File: src/rtl/led_masked_pkg.sv
`default_nettype none
// +--------------------------------------------------------------------------+
// | Package : led_masked_pkg                                                  |
// | Purpose : Shared constants, FSM state type and S-box table for the        |
// |           nibble-serial masked LED SubCells layer.                        |
// | Rev     : 1.0  initial release                                            |
// +--------------------------------------------------------------------------+
package led_masked_pkg;

  localparam int NIBBLES  = 16;   // nibbles per 64-bit LED state
  localparam int SBOX_LAT = 3;    // S-box pipeline depth in cycles
  localparam int R_SBOX_W = 36;   // fresh randomness consumed by the S-box
  localparam int RS_W     = 8;    // width of the chained rs seed

  typedef enum logic [1:0] {
    IDLE  = 2'd0,
    FEED  = 2'd1,
    DRAIN = 2'd2,
    DONE  = 2'd3
  } state_t;

  // PRESENT S-box, entry x at bits [4x+3:4x].
  localparam logic [63:0] SBOX_TBL = 64'h2174_8FE3_DA09_B65C;

  function automatic logic [3:0] present_sbox(input logic [3:0] x);
    return SBOX_TBL[{x, 2'b00} +: 4];
  endfunction

endpackage
`default_nettype wire

File: src/rtl/led_subcells_serial_sbox.sv
`default_nettype none
// +--------------------------------------------------------------------------+
// | Module  : led_subcells_serial_sbox                                        |
// | Purpose : 3-share masked PRESENT S-box, 3-cycle pipeline, no reset.       |
// |           Output shares XOR to S(i_s1 ^ i_s2 ^ i_s3) of the nibble        |
// |           presented three cycles earlier; every stage is re-shared with   |
// |           fresh randomness.                                               |
// | Ports   : clk  - clock                                                    |
// |           i_en - nibble valid; stage 1 loads zero shares when low         |
// |           i_s1..3 - input shares, i_r - fresh randomness, i_rs - seed     |
// |           o_s1..3 - output shares, o_rs - next seed (combinational)       |
// | Rev     : 1.0  initial release                                            |
// +--------------------------------------------------------------------------+
module led_subcells_serial_sbox
  import led_masked_pkg::*;
(
  input  logic                clk,
  input  logic                i_en,
  input  logic [3:0]          i_s1,
  input  logic [3:0]          i_s2,
  input  logic [3:0]          i_s3,
  input  logic [R_SBOX_W-1:0] i_r,
  input  logic [RS_W-1:0]     i_rs,
  output logic [3:0]          o_s1,
  output logic [3:0]          o_s2,
  output logic [3:0]          o_s3,
  output logic [RS_W-1:0]     o_rs
);

  logic [3:0] w_m0, w_m1, w_y;
  logic [3:0] r_a1, r_a2, r_a3;
  logic [3:0] r_b1, r_b2, r_b3;
  logic [3:0] r_c1, r_c2, r_c3;

  // Entry refresh masks mix the chained seed with this cycle's randomness.
  assign w_m0 = i_r[3:0] ^ i_rs[3:0];
  assign w_m1 = i_r[7:4] ^ i_rs[7:4];

  always_ff @(posedge clk) begin
    if (i_en) begin
      r_a1 <= i_s1 ^ w_m0;
      r_a2 <= i_s2 ^ w_m1;
      r_a3 <= i_s3 ^ w_m0 ^ w_m1;
    end else begin
      r_a1 <= '0;
      r_a2 <= '0;
      r_a3 <= '0;
    end
  end

  // Nonlinear stage: result leaves as a fresh 3-sharing.
  assign w_y = present_sbox(r_a1 ^ r_a2 ^ r_a3);

  always_ff @(posedge clk) begin
    r_b1 <= w_y ^ i_r[11:8];
    r_b2 <= i_r[15:12];
    r_b3 <= i_r[11:8] ^ i_r[15:12];
  end

  always_ff @(posedge clk) begin
    r_c1 <= r_b1 ^ i_r[19:16];
    r_c2 <= r_b2 ^ i_r[23:20];
    r_c3 <= r_b3 ^ i_r[19:16] ^ i_r[23:20];
  end

  assign o_s1 = r_c1;
  assign o_s2 = r_c2;
  assign o_s3 = r_c3;

  // Seed chain: rotate and fold in the remaining randomness bits.
  assign o_rs = {i_rs[RS_W-2:0], i_rs[RS_W-1]} ^ i_r[31:24] ^ {2{i_r[35:32]}};

endmodule
`default_nettype wire

File: src/rtl/led_subcells_serial.sv
`default_nettype none
// +--------------------------------------------------------------------------+
// | Module  : led_subcells_serial                                             |
// | Purpose : Nibble-serial masked LED SubCells. Streams 16 nibbles of three  |
// |           shares through one masked S-box and reassembles the result.     |
// | Ports   : clk, rst (sync, active high), start (one-cycle request)         |
// |           state_in1..3 - input shares, r - [35:0] S-box, [43:36] seed     |
// |           state_out1..3 - result shares, busy, done (one-cycle pulse)     |
// | Rev     : 1.0  initial release                                            |
// +--------------------------------------------------------------------------+
module led_subcells_serial
  import led_masked_pkg::*;
(
  input  logic                     clk,
  input  logic                     rst,
  input  logic                     start,
  input  logic [63:0]              state_in1,
  input  logic [63:0]              state_in2,
  input  logic [63:0]              state_in3,
  input  logic [RS_W+R_SBOX_W-1:0] r,
  output logic [63:0]              state_out1,
  output logic [63:0]              state_out2,
  output logic [63:0]              state_out3,
  output logic                     busy,
  output logic                     done
);

  localparam logic [3:0] c_LAST_NIB  = 4'(NIBBLES - 1);
  localparam logic [1:0] c_LAST_DRN  = 2'(SBOX_LAT - 1);
  localparam logic [3:0] c_FIRST_CAP = 4'(SBOX_LAT);

  state_t          r_state, w_next;
  logic [63:0]     r_sh1, r_sh2, r_sh3;
  logic [3:0]      r_nib;
  logic [1:0]      r_drn;
  logic [RS_W-1:0] r_rs;

  logic            w_accept, w_capture, w_en;
  logic [RS_W-1:0] w_rs_in, w_rs_out;
  logic [3:0]      w_y1, w_y2, w_y3;

  assign w_accept = start && (r_state == IDLE || r_state == DONE);

  // Nibble k emerges SBOX_LAT cycles after it was fed, so the capture window
  // is FEED cycles SBOX_LAT..15 plus the whole DRAIN phase (16 captures).
  assign w_capture = (r_state == FEED && r_nib >= c_FIRST_CAP) || (r_state == DRAIN);

  // State register
  always_ff @(posedge clk) begin
    if (rst) r_state <= IDLE;
    else     r_state <= w_next;
  end

  // Next-state logic
  always_comb begin
    w_next = r_state;
    unique case (r_state)
      IDLE, DONE: w_next = w_accept ? FEED : IDLE;
      FEED:       w_next = (r_nib == c_LAST_NIB) ? DRAIN : FEED;
      DRAIN:      w_next = (r_drn == c_LAST_DRN) ? DONE : DRAIN;
      default:    w_next = IDLE;
    endcase
  end

  // Output logic
  always_comb begin
    busy    = 1'b0;
    done    = 1'b0;
    w_en    = 1'b0;
    w_rs_in = r_rs;
    unique case (r_state)
      FEED: begin
        busy = 1'b1;
        w_en = 1'b1;
        // First nibble of a run takes its seed from the external input.
        if (r_nib == 4'd0) w_rs_in = r[RS_W+R_SBOX_W-1:R_SBOX_W];
      end
      DRAIN:   busy = 1'b1;
      DONE:    done = 1'b1;
      default: ;
    endcase
  end

  // Datapath: input shift registers, counters, seed register, result capture.
  always_ff @(posedge clk) begin
    if (rst) begin
      r_sh1      <= '0;
      r_sh2      <= '0;
      r_sh3      <= '0;
      r_nib      <= '0;
      r_drn      <= '0;
      r_rs       <= '0;
      state_out1 <= '0;
      state_out2 <= '0;
      state_out3 <= '0;
    end else begin
      r_rs <= w_rs_out;
      if (w_accept) begin
        r_sh1 <= state_in1;
        r_sh2 <= state_in2;
        r_sh3 <= state_in3;
        r_nib <= '0;
        r_drn <= '0;
      end else if (r_state == FEED) begin
        r_sh1 <= {4'h0, r_sh1[63:4]};
        r_sh2 <= {4'h0, r_sh2[63:4]};
        r_sh3 <= {4'h0, r_sh3[63:4]};
        r_nib <= r_nib + 4'd1;
      end else if (r_state == DRAIN) begin
        r_drn <= r_drn + 2'd1;
      end
      // Shift in from the top so nibble 0 ends up in bits [3:0].
      if (w_capture) begin
        state_out1 <= {w_y1, state_out1[63:4]};
        state_out2 <= {w_y2, state_out2[63:4]};
        state_out3 <= {w_y3, state_out3[63:4]};
      end
    end
  end

  led_subcells_serial_sbox u_sbox (
    .clk  (clk),
    .i_en (w_en),
    .i_s1 (r_sh1[3:0]),
    .i_s2 (r_sh2[3:0]),
    .i_s3 (r_sh3[3:0]),
    .i_r  (r[R_SBOX_W-1:0]),
    .i_rs (w_rs_in),
    .o_s1 (w_y1),
    .o_s2 (w_y2),
    .o_s3 (w_y3),
    .o_rs (w_rs_out)
  );

endmodule
`default_nettype wire

File: config.mk
export PLATFORM = sky130hd
export DESIGN_NAME = led_subcells_serial
export DESIGN_NICKNAME = d
export VERILOG_FILES = /design/src/rtl/led_masked_pkg.sv /design/src/rtl/led_subcells_serial_sbox.sv /design/src/rtl/led_subcells_serial.sv
export SDC_FILE = /design/constraint.sdc
export NUM_CORES = 1
export LEC_CHECK = 0
export ABC_CLOCK_PERIOD_IN_PS = 5600
export BUFFER_PORTS_ARGS = -buffer_cell sky130_fd_sc_hd__buf_2
export CORE_MARGIN = 1
export CORE_UTILIZATION = 40
export CTS_BUF_LIST = sky130_fd_sc_hd__clkbuf_8
export DETAILED_ROUTE_END_ITERATION = 12
export GPL_ROUTABILITY_DRIVEN = 0
export PLACE_DENSITY = 0.66
export SLEW_MARGIN = 20
export SYNTH_ARGS = -nofsm -noshare
export SYNTH_HDL_FRONTEND = slang
export SYNTH_SLANG_ARGS = --single-unit
File: constraint.sdc
create_clock -name clk -period 5.6 [get_ports clk]
set_input_delay 1.12 -clock clk [delete_from_list [all_inputs] [get_ports clk]]
set_output_delay 1.12 -clock clk [all_outputs]
set_load 0.01 [all_outputs]
# Word level (Yosys, flattened, before mapping)
# Index checks and enable logic that the tools add are counted.
totals:
  n_memories: 0
  ram_bits: 0
  word_cells: 71
  latchBits: 0
  mem_bits_ro: 0
  regBits: 436
op_classes:
  n_lt_le_gt_ge: 1
  addsub: 2
  n_reduce_logical: 11
  eq_ne: 5
  shift: 1
  bitwise: 17
  div: 0
  multipliers: 0
  mux: 15
ops:
  columns: ["operator", "n"]
  rows:
  - ["$mux W64", 6]
  - ["$shiftx A64 B7 Y4 const A", 1]
  - ["$xor A4 B4 Y4", 14]
  - ["$mux W8", 2]
  - ["$xor A8 B8 Y8", 2]
  - ["$eq A2 B2 Y1 const B", 3]
  - ["$pmux W2 S3", 1]
  - ["$reduce_or A2 Y1", 3]
  - ["$mux W1", 5]
  - ["$add A4 B1 Y4 const B", 1]
  - ["$eq A4 B4 Y1 const B", 1]
  - ["$ge A4 B2 Y1 const B", 1]
  - ["$logic_not A4 Y1", 1]
  - ["$add A2 B1 Y2 const B", 1]
  - ["$eq A2 B1 Y1 const B", 1]
  - ["$logic_and A1 B1 Y1", 2]
  - ["$logic_not A2 Y1", 1]
  - ["$logic_or A1 B1 Y1", 2]
  - ["$mux W2", 1]
  - ["$reduce_and A2 Y1", 1]
  - ["$reduce_bool A2 Y1", 1]
  - ["$not A1 Y1", 1]

# Longest topological paths before layout
depth:
  depth_word: 6
  mapped_depth: 9

# By module
# A second synthesis with hierarchy kept.
hier_totals:
  hier_cells: 1699
  area_unflattened_um2: 18099.9
modules_own_cells:
  columns: ["mod", "area_per_inst_um2", "cells_per_inst", "n_inst"]
  rows:
  - ["led_subcells_serial", 16457.0, 1561, 1]
  - ["led_subcells_serial_sbox", 1642.8, 138, 1]

# Least setup slack after synthesis
# No wires, ideal clock.
synth_timing:
  kind: "in2reg"
  start: "input start"
  end: "register r_sh3[2]"
  required_ps: 5514
  slack_ps: 3521
  setup_ps: 86
  t_arrival_ps: 1994
  stages: 5
  path_cell_list: "nand2_1 clkbuf_1 clkbuf_1 nor2_1 a211oi_1"
synth_via:
  elab_chain_len: 2
  word_cells_on_any_way: 3
synth_lines:
  columns: ["item", "line_no", "source"]
  rows:
  - ["start, declared", "led_subcells_serial.sv:16", "input logic start,"]
  - ["$logic_and A1 B1 Y1 (*)", "led_subcells_serial.sv:42", "assign w_accept = start && (r_state == IDLE || r_state == DONE);"]
  - ["$mux W64 or $reduce_bool A2 Y1 (tied branches)", null, null]
  - ["end signal, assigned", "led_subcells_serial.sv:101", "r_sh3 <= state_in3;"]
  - ["end signal, assigned", "led_subcells_serial.sv:107", "r_sh3 <= {4'h0, r_sh3[63:4]};"]
  - ["end, declared", "led_subcells_serial.sv:33", "logic [63:0] r_sh1, r_sh2, r_sh3;"]
# Mark *: on every way between the ends. The rest lies on a longest branch, timed or not.
# A chain may end at the register's enable or synchronous reset.

# Worst setup path after layout
layout_timing:
  start: "register r_state[0]"
  end: "register r_sh2[41]"
layout_via:
  elab_chain_len: 4
  word_cells_on_any_way: 7
layout_lines:
  columns: ["item", "line_no", "source"]
  rows:
  - ["start, declared", "led_subcells_serial.sv:32", "state_t r_state, w_next;"]
  - ["start signal, assigned", "led_subcells_serial.sv:51", "else r_state <= w_next;"]
  - ["$eq A2 B2 Y1 or $logic_not A2 Y1 (tied branches)", "led_subcells_serial.sv:42", null]
  - ["$logic_or A1 B1 Y1", "led_subcells_serial.sv:42", null]
  - ["$logic_and A1 B1 Y1", "led_subcells_serial.sv:42", null]
  - ["$mux W64 or $reduce_bool A2 Y1 (tied branches)", null, null]
  - ["end signal, assigned", "led_subcells_serial.sv:100", "r_sh2 <= state_in2;"]
  - ["end signal, assigned", "led_subcells_serial.sv:106", "r_sh2 <= {4'h0, r_sh2[63:4]};"]
  - ["end, declared", "led_subcells_serial.sv:33", null]
# Several ways; a longest one is shown, not always the timed one.

==> flow_metrics.py <==
metrics = {
    "outcome": {
        "outcome": "completed",
    },
    "die": {
        "ioPinCount": 433,
        "die_h_microns": 209,
        "rows": 75,
        "die_w_microns": 209,
        "core-area_sq_um": 42100,
        "dieArea_sq_um": 43700,
        "start_util_pct": 40.7,
    },
    "clock_network": {
        "cts_tree": "done",
        "clk_latency_ps": 630,
        "postCtsHoldBufs": 0,
        "cts_setup_buffers": 0,
        "clock_sinks": 436,
        "cts_buffer_depth": 3,
        "cts_buffers": 77,
        "cts_root_buf": "clkbuf_8",
        "cts-htree-levels": 3,
        "cts_resized": 0,
        "clk_pin_slew_worst_paths_ps": 60,
    },
    "pwr": {
        "powerDensity_nw_per_um2": 335,
        "power_leakage_nw": 8.60,
        "ir_worst_vdd_mv": 0.159,
    },
    "global_routing": {
        "first_global_vias": 13800,
        "grt_max_degree": 154,
        "overflow": 0,
        "grtUsageTotal_pct": 20.3,
        "grt_antenna_before_repair": 18,
        "grt_first_pass_wirelength_microns": 71500,
    },
    "synth": {
        "netlist_area_sq_um": 17100,
        "yosysUniqueCellTypes": 32,
        "yosysWarnings": 0,
        "ys_seq_elements": 436,
        "avgSynthCellArea_sq_um": 9.01,
        "syn_nets": 2147,
        "syn_inst": 1901,
        "yosysSeqAreaShare_pct": 50.9,
    },
    "timing": {
        "hold_viol": 0,
        "rsz0062_at_grt": "no",
        "relSlewSlack_pct": 26.9,
        "tightest_slew_ps": 1100,
        "fmax_mhz": 308,
        "post-route-period-util_pct": 57.9,
        "min_period_ps": 3240,
        "setup_viol": 0,
        "setup_tns_ps": 0,
        "drv_slew": 0,
        "fin_skew_ps": 25.5,
    },
    "placed_design": {
        "io_buffers": 432,
        "place.detailed.hpwl_microns": 30900,
    },
    "setup_path": {
        "critPathKind": "reg -> reg",
        "arrival_ps": 3750,
        "endpoint_kind": "flop",
        "critPathLaunchType": "flop",
        "cp.required_ps": 6110,
        "cp_max_fo": 63,
    },
    "layout": {
        "layout_commonest_cell": "dfxtp_1",
        "layout-drive-gt1-share_pct": 24.6,
        "final_util_pct": 50.1,
        "final_cell_mix": "dfxtp_1, buf_2, nand2_1, a21oi_1, nor2_1",
        "nets": 2522,
        "area_delta_synth_final_pct": 23.3,
    },
    "detailed_routing": {
        "drc_errors": 0,
        "drt-initial-drc-count": 921,
        "wl_microns": 45900,
        "dr.pass1.iters": 5,
        "ant_nets": 0,
        "wl_per_cell_microns": 16.0,
        "vias": 14400,
        "viasPerCell": 5.00,
    },
    "job": {
        "max-cap-violations": 0,
    },
    "min_path": {
        "hp-class": "reg -> reg",
    },
}
[worst max-delay path, cell delays in order (launching register included)]
cell and delay, ps:
dfxtp_1 410, ha_4 450, buf_4 840, buf_4 860
mux2i_1 200, a211oi_1 300
[synthesized netlist by cell type]
cell type | instances | area, sq um
a211oi_1 | 181 | 1360
a21oi_1 | 208 | 1040
a22o_1 | 1 | 8.76
a41oi_1 | 1 | 8.76
and2_1 | 10 | 62.6
buf_1 | 3 | 11.3
buf_2 | 39 | 195
buf_6 | 1 | 11.3
clkbuf_1 | 110 | 413
dfxtp_1 | 436 | 8730
ha_1 | 7 | 87.6
inv_1 | 8 | 30.0
mux2i_1 | 183 | 1830
mux2i_2 | 7 | 96.3
mux2i_4 | 1 | 22.5
nand2_1 | 399 | 1500
nand2b_1 | 2 | 12.5
nand3_1 | 2 | 10.0
nand3b_1 | 12 | 90.1
nand4_1 | 1 | 6.26
nor2_1 | 198 | 743
nor2b_1 | 5 | 31.3
nor3_1 | 3 | 15.0
nor4bb_2 | 1 | 16.3
o211ai_1 | 1 | 7.51
o21ai_0 | 2 | 10.0
o31ai_1 | 2 | 15.0
xnor2_1 | 50 | 438
xnor2_2 | 5 | 81.3
xnor3_1 | 2 | 45.0
xor2_1 | 18 | 158
xor3_1 | 2 | 47.6
[worst paths after layout]
check                           slack [ps]                     end                   start  cells after the start
worst max register to register        2360  r_sh2[41]$_SDFFE_PP0P_   r_state[0]$_SDFF_PP0_                      5
worst max-delay path                  2360  r_sh2[41]$_SDFFE_PP0P_   r_state[0]$_SDFF_PP0_                      5
worst min-delay path                   420  u_sbox.o_s1[0]$_DFF_P_  u_sbox.r_b1[0]$_DFF_P_                      1
worst min register to register         420  u_sbox.o_s1[0]$_DFF_P_  u_sbox.r_b1[0]$_DFF_P_                      1
[flip-flops by register name (all words and copies together) (netlist names), 8 cells and up]
name / count
r_sh1: 64
r_sh2: 64
r_sh3: 64
state_out1: 64
state_out2: 64
state_out3: 64
r_rs: 8
[kinds of logic after synthesis]
family,Yosys count,share of synthesized area (%)
and+or+nand+nor,633,14.5
DFF,436,50.9
AOI/OAI and AO/OA,396,14.3
muxes,191,11.4
buffers and inverters,161,3.86
xor gates and xnor gates,77,4.49
adders and majority gates,7,0.511
[metal layers]
| layer | track usage (%) | share of wire [%] |
|---|---|---|
| met5 | 0 | 0.16 |
| met3 | 6.22 | 6.8 |
| met2 | 33.1 | 47 |
| met4 | 7.53 | 2.7 |
| met1 | 25.3 | 43 |
[metrics by stage]
step           hold WS, ps  instance area, sq um  power [mW]  setup WS [ps]  std cells
2_1_floorplan          405                 17100        3.99           3520       1901
5_1_grt                444                 21100        7.40           2090       2872
3_5_place_dp           419                 19600        4.24           2250       2735
3_3_place_gp           412                 19600        4.22           2390       2735
4_1_cts                414                 21100        7.17           2270       2864
6_report               421                 21100        7.07           2360       2875
[power by group]
part	leakage, nW	switching, mW	total, mW	internal [mW]
registers	3.57	0.0990	3.40	3.30
logic	4.17	0.406	0.774	0.368
clock network	0.860	1.28	2.90	1.62
total	8.60	1.78	7.07	5.28
[area by class of cell]
type	count	area (sq um)
Clock buffer	92	1270
Sequential cell	436	8730
Fill cell	4064	21000
Inverter	8	30.0
Multi-Input combinational cell	1304	7790
Tap cell	539	674
Timing Repair Buffer	449	2370
Antenna cell	10	25.0
Clock inverter	37	245
No activity file was read; power rests on OpenSTA's default activity.
